[src/rtl/common_types_pkg.sv]
`default_nettype none
// +----------------------------------------------------------------------+
// | Module      : common_types_pkg                                        |
// | Description : Shared types and command bytes for the RAM debug loader |
// | Revision    : 1.0 - initial release                                   |
// +----------------------------------------------------------------------+
package common_types_pkg;

    typedef enum logic [2:0] {
        IDLE  = 3'd0,
        ADDR  = 3'd1,
        COUNT = 3'd2,
        WDATA = 3'd3,
        WREQ  = 3'd4,
        RREQ  = 3'd5,
        RSEND = 3'd6,
        RUN   = 3'd7
    } loader_state_t;

    localparam logic [7:0] LDR_CMD_WRITE = 8'h57;
    localparam logic [7:0] LDR_CMD_READ  = 8'h52;
    localparam logic [7:0] LDR_CMD_GO    = 8'h47;
    localparam logic [7:0] LDR_CMD_HALT  = 8'h48;

endpackage
`default_nettype wire

[src/rtl/byte_assembler.sv]
`default_nettype none
// +----------------------------------------------------------------------+
// | Module      : byte_assembler                                          |
// | Description : Little-endian 4-byte collector with a last-byte pulse   |
// | Revision    : 1.0 - initial release                                   |
// +----------------------------------------------------------------------+
module byte_assembler (
    input  logic        clk,
    input  logic        nrst,
    input  logic        en,
    input  logic [7:0]  data,
    output logic [31:0] word_next,
    output logic        done
);

    logic [31:0] r_sr;
    logic [1:0]  r_idx;

    // Bytes enter at the top, so after four shifts byte 0 sits at [7:0].
    assign word_next = {data, r_sr[31:8]};
    assign done      = en && (r_idx == 2'd3);

    always_ff @(posedge clk or negedge nrst) begin
        if (!nrst) begin
            r_sr  <= '0;
            r_idx <= '0;
        end else if (en) begin
            r_sr  <= word_next;
            r_idx <= r_idx + 2'd1;
        end
    end

endmodule
`default_nettype wire

[src/rtl/ram_loader.sv]
`default_nettype none
// +----------------------------------------------------------------------+
// | Module      : ram_loader                                              |
// | Description : Byte-stream loader owning the RAM debug/override port   |
// | Revision    : 1.0 - initial release                                   |
// +----------------------------------------------------------------------+
module ram_loader
    import common_types_pkg::*;
#(
    parameter int ADDR_W = 32,
    parameter int WORD_W = 32,
    parameter int CNT_W  = 16
) (
    input  logic              clk,
    input  logic              nrst,
    input  logic              rx_valid,
    input  logic [7:0]        rx_data,
    output logic              rx_ready,
    output logic              tx_valid,
    output logic [7:0]        tx_data,
    input  logic              tx_ready,
    output logic              override_ctrl,
    output logic              iren,
    output logic [ADDR_W-1:0] iaddr,
    output logic              dren,
    output logic              dwen,
    output logic [ADDR_W-1:0] daddr,
    output logic [WORD_W-1:0] dstore,
    input  logic              dwait,
    input  logic [WORD_W-1:0] dload,
    output logic              cpu_nrst,
    output logic              err
);

    localparam logic [ADDR_W-1:0] c_word_bytes = ADDR_W'(4);

    loader_state_t     r_state;
    logic [CNT_W-1:0]  r_count;
    logic              r_is_read;
    logic [WORD_W-1:0] r_shift;
    logic [1:0]        r_tx_idx;

    logic              w_fire;
    logic              w_asm_en;
    logic              w_done;
    logic [31:0]       w_word;
    logic [CNT_W-1:0]  w_count_dec;

    assign rx_ready    = (r_state != WREQ) && (r_state != RREQ) && (r_state != RSEND);
    assign w_fire      = rx_valid && rx_ready;
    assign w_asm_en    = w_fire && ((r_state == ADDR) || (r_state == COUNT) || (r_state == WDATA));
    assign w_count_dec = r_count - CNT_W'(1);
    assign iren        = 1'b0;
    assign iaddr       = '0;

    byte_assembler u_asm (
        .clk       (clk),
        .nrst      (nrst),
        .en        (w_asm_en),
        .data      (rx_data),
        .word_next (w_word),
        .done      (w_done)
    );

    always_ff @(posedge clk or negedge nrst) begin
        if (!nrst) begin
            r_state       <= IDLE;
            override_ctrl <= 1'b1;
            cpu_nrst      <= 1'b0;
            dren          <= 1'b0;
            dwen          <= 1'b0;
            daddr         <= '0;
            dstore        <= '0;
            tx_valid      <= 1'b0;
            tx_data       <= '0;
            err           <= 1'b0;
            r_count       <= '0;
            r_is_read     <= 1'b0;
            r_shift       <= '0;
            r_tx_idx      <= '0;
        end else begin
            case (r_state)
                IDLE, RUN: begin
                    if (w_fire) begin
                        if (rx_data == LDR_CMD_HALT) begin
                            override_ctrl <= 1'b1;
                            cpu_nrst      <= 1'b0;
                            r_state       <= IDLE;
                        end else if (r_state == IDLE && rx_data == LDR_CMD_WRITE) begin
                            r_is_read <= 1'b0;
                            r_state   <= ADDR;
                        end else if (r_state == IDLE && rx_data == LDR_CMD_READ) begin
                            r_is_read <= 1'b1;
                            r_state   <= ADDR;
                        end else if (r_state == IDLE && rx_data == LDR_CMD_GO) begin
                            override_ctrl <= 1'b0;
                            cpu_nrst      <= 1'b1;
                            r_state       <= RUN;
                        end else begin
                            err <= 1'b1;
                        end
                    end
                end
                ADDR: begin
                    if (w_done) begin
                        daddr   <= w_word[ADDR_W-1:0];
                        r_state <= COUNT;
                    end
                end
                COUNT: begin
                    if (w_done) begin
                        r_count <= w_word[CNT_W-1:0];
                        if (w_word[CNT_W-1:0] == '0) begin
                            r_state <= IDLE;
                        end else if (r_is_read) begin
                            dren    <= 1'b1;
                            r_state <= RREQ;
                        end else begin
                            r_state <= WDATA;
                        end
                    end
                end
                WDATA: begin
                    if (w_done) begin
                        dstore  <= w_word[WORD_W-1:0];
                        dwen    <= 1'b1;
                        r_state <= WREQ;
                    end
                end
                WREQ: begin
                    if (!dwait) begin
                        dwen    <= 1'b0;
                        daddr   <= daddr + c_word_bytes;
                        r_count <= w_count_dec;
                        r_state <= (w_count_dec == '0) ? IDLE : WDATA;
                    end
                end
                RREQ: begin
                    if (!dwait) begin
                        dren     <= 1'b0;
                        r_shift  <= dload;
                        tx_data  <= dload[7:0];
                        tx_valid <= 1'b1;
                        r_tx_idx <= '0;
                        daddr    <= daddr + c_word_bytes;
                        r_count  <= w_count_dec;
                        r_state  <= RSEND;
                    end
                end
                RSEND: begin
                    if (tx_ready) begin
                        if (r_tx_idx == 2'd3) begin
                            tx_valid <= 1'b0;
                            if (r_count == '0) begin
                                r_state <= IDLE;
                            end else begin
                                dren    <= 1'b1;
                                r_state <= RREQ;
                            end
                        end else begin
                            r_tx_idx <= r_tx_idx + 2'd1;
                            r_shift  <= r_shift >> 8;
                            tx_data  <= r_shift[15:8];
                        end
                    end
                end
                default: r_state <= IDLE;
            endcase
        end
    end

endmodule
`default_nettype wire

[config.mk]
export PLATFORM = sky130hd
export DESIGN_NAME = ram_loader
export DESIGN_NICKNAME = d
export VERILOG_FILES = /design/src/rtl/common_types_pkg.sv /design/src/rtl/byte_assembler.sv /design/src/rtl/ram_loader.sv
export SDC_FILE = /design/constraint.sdc
export NUM_CORES = 1
export LEC_CHECK = 0
export BUFFER_PORTS_ARGS = -buffer_cell sky130_fd_sc_hd__buf_2
export CORE_ASPECT_RATIO = 1.25
export CORE_UTILIZATION = 60
export DETAILED_ROUTE_END_ITERATION = 10
export PLACE_DENSITY = 0.86
export REMOVE_ABC_BUFFERS = 1
export SLEW_MARGIN = 30
export SYNTH_ARGS = -nofsm -noshare
export SYNTH_HDL_FRONTEND = slang
export SYNTH_SLANG_ARGS = --single-unit
export TNS_END_PERCENT = 1
[constraint.sdc]
create_clock -name clk -period 6.6 [get_ports clk]
set_input_delay 1.32 -clock clk [delete_from_list [all_inputs] [get_ports clk]]
set_output_delay 1.32 -clock clk [all_outputs]
set_load 0.01 [all_outputs]
==> results.tsv <==
metric	value	unit
status	completed	
setup_viol	0	
drt-met1-wl	7440	um
nets	938	
synthAdderAreaFrac	0.800	%
cts.sinks	150	
die_area	13500	um^2
synth_simple_gate_area_share	15.3	%
critPathRequiredTime	5.28	ns
worstMarginPinSlew	0.853	ns
route.detailed.drc	0	
synth.top_cell.area_share	47.7	%
power_density	505	nW/um^2
met2_length	9260	um
syn-cell-area	7820	um^2
synth-xor-area-share	0.896	%
synth_compound_area_share	16.4	%
layout-drive-gt1-share	26.2	%
cpLargestDelayFamily	flip-flops	
dr.pass1.iters	5	
wl_per_cell	17.7	um
crit_cells	2	
vias	6575	
crit_type	flip-flop to output port	
clock_latency	0.42	ns
crit_buf_inv	1	
final_common_cell	dfrtp_1	
routed-wl-met3	1440	um
rr_worst_depth	9	
drt_iter0_markers	568	
yosys.area.top_type	dfrtp_1	
layout_setup_ws	3.72	ns
grt_overflow	0	
ctsResizeCount	0	
hold_viol_final	0	
synth_cells	796	
max_freq	347	MHz
path_clk_slew	0.06	ns
timing.setup.tns	0	ns
synth_edf_count	0	
synth.avg_cell_area	9.82	um^2
die_w	104	um
cts_tree	built	
hold_path_depth	1	
start_util	61.5	%
async_flop_share	100	%
ant_nets	0	
peakVddDrop	0.261	mV
chipHeight	130	um
final_util	70.2	%
arrival	1.56	ns
ctsHoldBuffers	0	
route.final.wire_length	18900	um
path_cells	nand2_1 > buf_2	
synthFlopType	dfrtp_1	
synth-seq-cells	150	
ys_top_cells_by_area	dfrtp_1, mux2_2, o21ai_0	
grt_first_pass_wirelength	30800	um
start_kind	flip-flop	
power.leakage	4.15	nW
root_buffer	clkbuf_16	
crit_path_end_kind	output port	
synthMuxAreaShare	11.6	%
min_period_over_period	43.6	%
max-slew-margin-rel	43.1	%
routed_via_density	6.16	
grt_usage	29.1	%
port_buffers	123	
slew_violations	0	
yosysSeqAreaShare	48.0	%
period_minus_slack	2.88	ns
yosysUniqueCellTypes	73	
min_path_type	flip-flop to flip-flop	
io_pins	157	
core	12700	um^2
crit_path_max_fanout	22	
skew	0.00761	ns
numCtsBuffers	17	
clock_path_buffers	2	
final_cell_mix	dfrtp_1, buf_2, nand2_1	
postCtsSetupRepairBufs	0	
cts_max_level	4	
maxCapViolations	0	
area_delta_synth_final	14.2	%
dp_slack	3.47	ns
grt_start_max_net_pins	89	
yosysWarnings	0	
grt_setup_unrepaired	no	
grt_pass1_vias	6245	
slowest_delay	0.85	ns
highest_layer	met4	
n_antenna_cell	0	
gp_congestion	0.836	
synth_top_family_by_area	compound AO/OA/AOI/OAI gates	
hpwlAfterDp	12500	um
antenna_found_initial	0	
critPathSlowestCell	dfrtp_1	
rows	46	
==> Yosys cell counts (all sizes together) (2+ instances only) <==
cell type	count
nor4	10
mux2	58
or4	2
a31oi	13
a41oi	2
mux2i	25
a21boi	2
a22oi	3
a311oi	3
nor2b	5
nor2	45
nand4	12
a21oi	54
o211ai	3
o221ai	3
xnor2	3
buf	56
nor3	13
nor3b	2
nand3	21
o22a	6
clkbuf	35
nand2	96
nand2b	5
nor4b	3
or3	6
o21ai	81
a21o	4
and3	4
a22o	5
nor4bb	2
or2	2
a41o	2
xor2	5
inv	10
o22ai	15
a31o	2
a2bb2oi	5
o41ai	2
dfrtp	149
ha	5
and3b	2
==> cells by family (layout without fill, tap and decap cells) <==
| logic type | Yosys count | after routing |
|---|---|---|
| xor+xnor | 8 | 8 |
| mux | 83 | 83 |
| compound gates | 214 | 214 |
| fa+ha+maj | 5 | 5 |
| simple gates | 234 | 234 |
| flops | 150 | 150 |
| buf+inv | 101 | 173 |
| other cells | 1 | 33 |
==> area by class of cell <==
type	count	area, um^2
Clock inverter	9	92.6
Timing Repair Buffer	132	689
Fill cell	940	3790
Multi-Input combinational cell	577	3660
Tap cell	168	210
Inverter	10	37.5
Clock buffer	22	484
Sequential cell	150	3750
==> metrics by stage <==
| stage | hold WS [ns] | cells | power, mW | area [um^2] |
|---|---|---|---|---|
| CTS | 0.466 | 1068 | 4.51 | 8930 |
| finish | 0.460 | 1068 | 4.51 | 8930 |
| global route | 0.476 | 1068 | 4.79 | 8930 |
| floorplan | 0.448 | 737 | 2.87 | 7430 |
| global placement | 0.458 | 1037 | 3.47 | 8350 |
| detailed placement | 0.450 | 1037 | 3.54 | 8350 |
==> per-layer routing <==
metal  vias to the layer above  track usage [%]
met3                        78             7.60
met4                         0             13.9
met1                      3164             35.5
li1                       2998                -
met2                       335             48.5
met5                         -                0
==> sequential cells by signal, indices dropped and copies added, names as in the netlist, 2 cells and up <==
name         flops
r_count         16
r_state          3
u_asm.r_idx      2
tx_data          7
daddr           32
r_shift         25
u_asm.r_sr      24
dstore          32
r_tx_idx         2
==> path summary, 6_finish.rpt <==
path,startpoint,to,slack [ns]
max in group asynchronous,nrst,daddr[30]$_DFFE_PN0P_,4.34
min reg2reg,err$_DFFE_PN0P_,err$_DFFE_PN0P_,0.46
max reg2reg,r_count[0]$_DFFE_PN0P_,dren$_DFFE_PN0P_,3.89
max,r_state[2]$_DFFE_PN0P_,rx_ready,3.72
min in group asynchronous,nrst,dstore[1]$_DFFE_PN0P_,0.97
min,err$_DFFE_PN0P_,err$_DFFE_PN0P_,0.46
==> power by group <==
part           total, mW  internal [mW]  switching (mW)
registers           1.85           1.35           0.503
logic               1.71          0.759           0.955
clock network      0.944          0.560           0.384
Power figures use the tool's default switching activity.
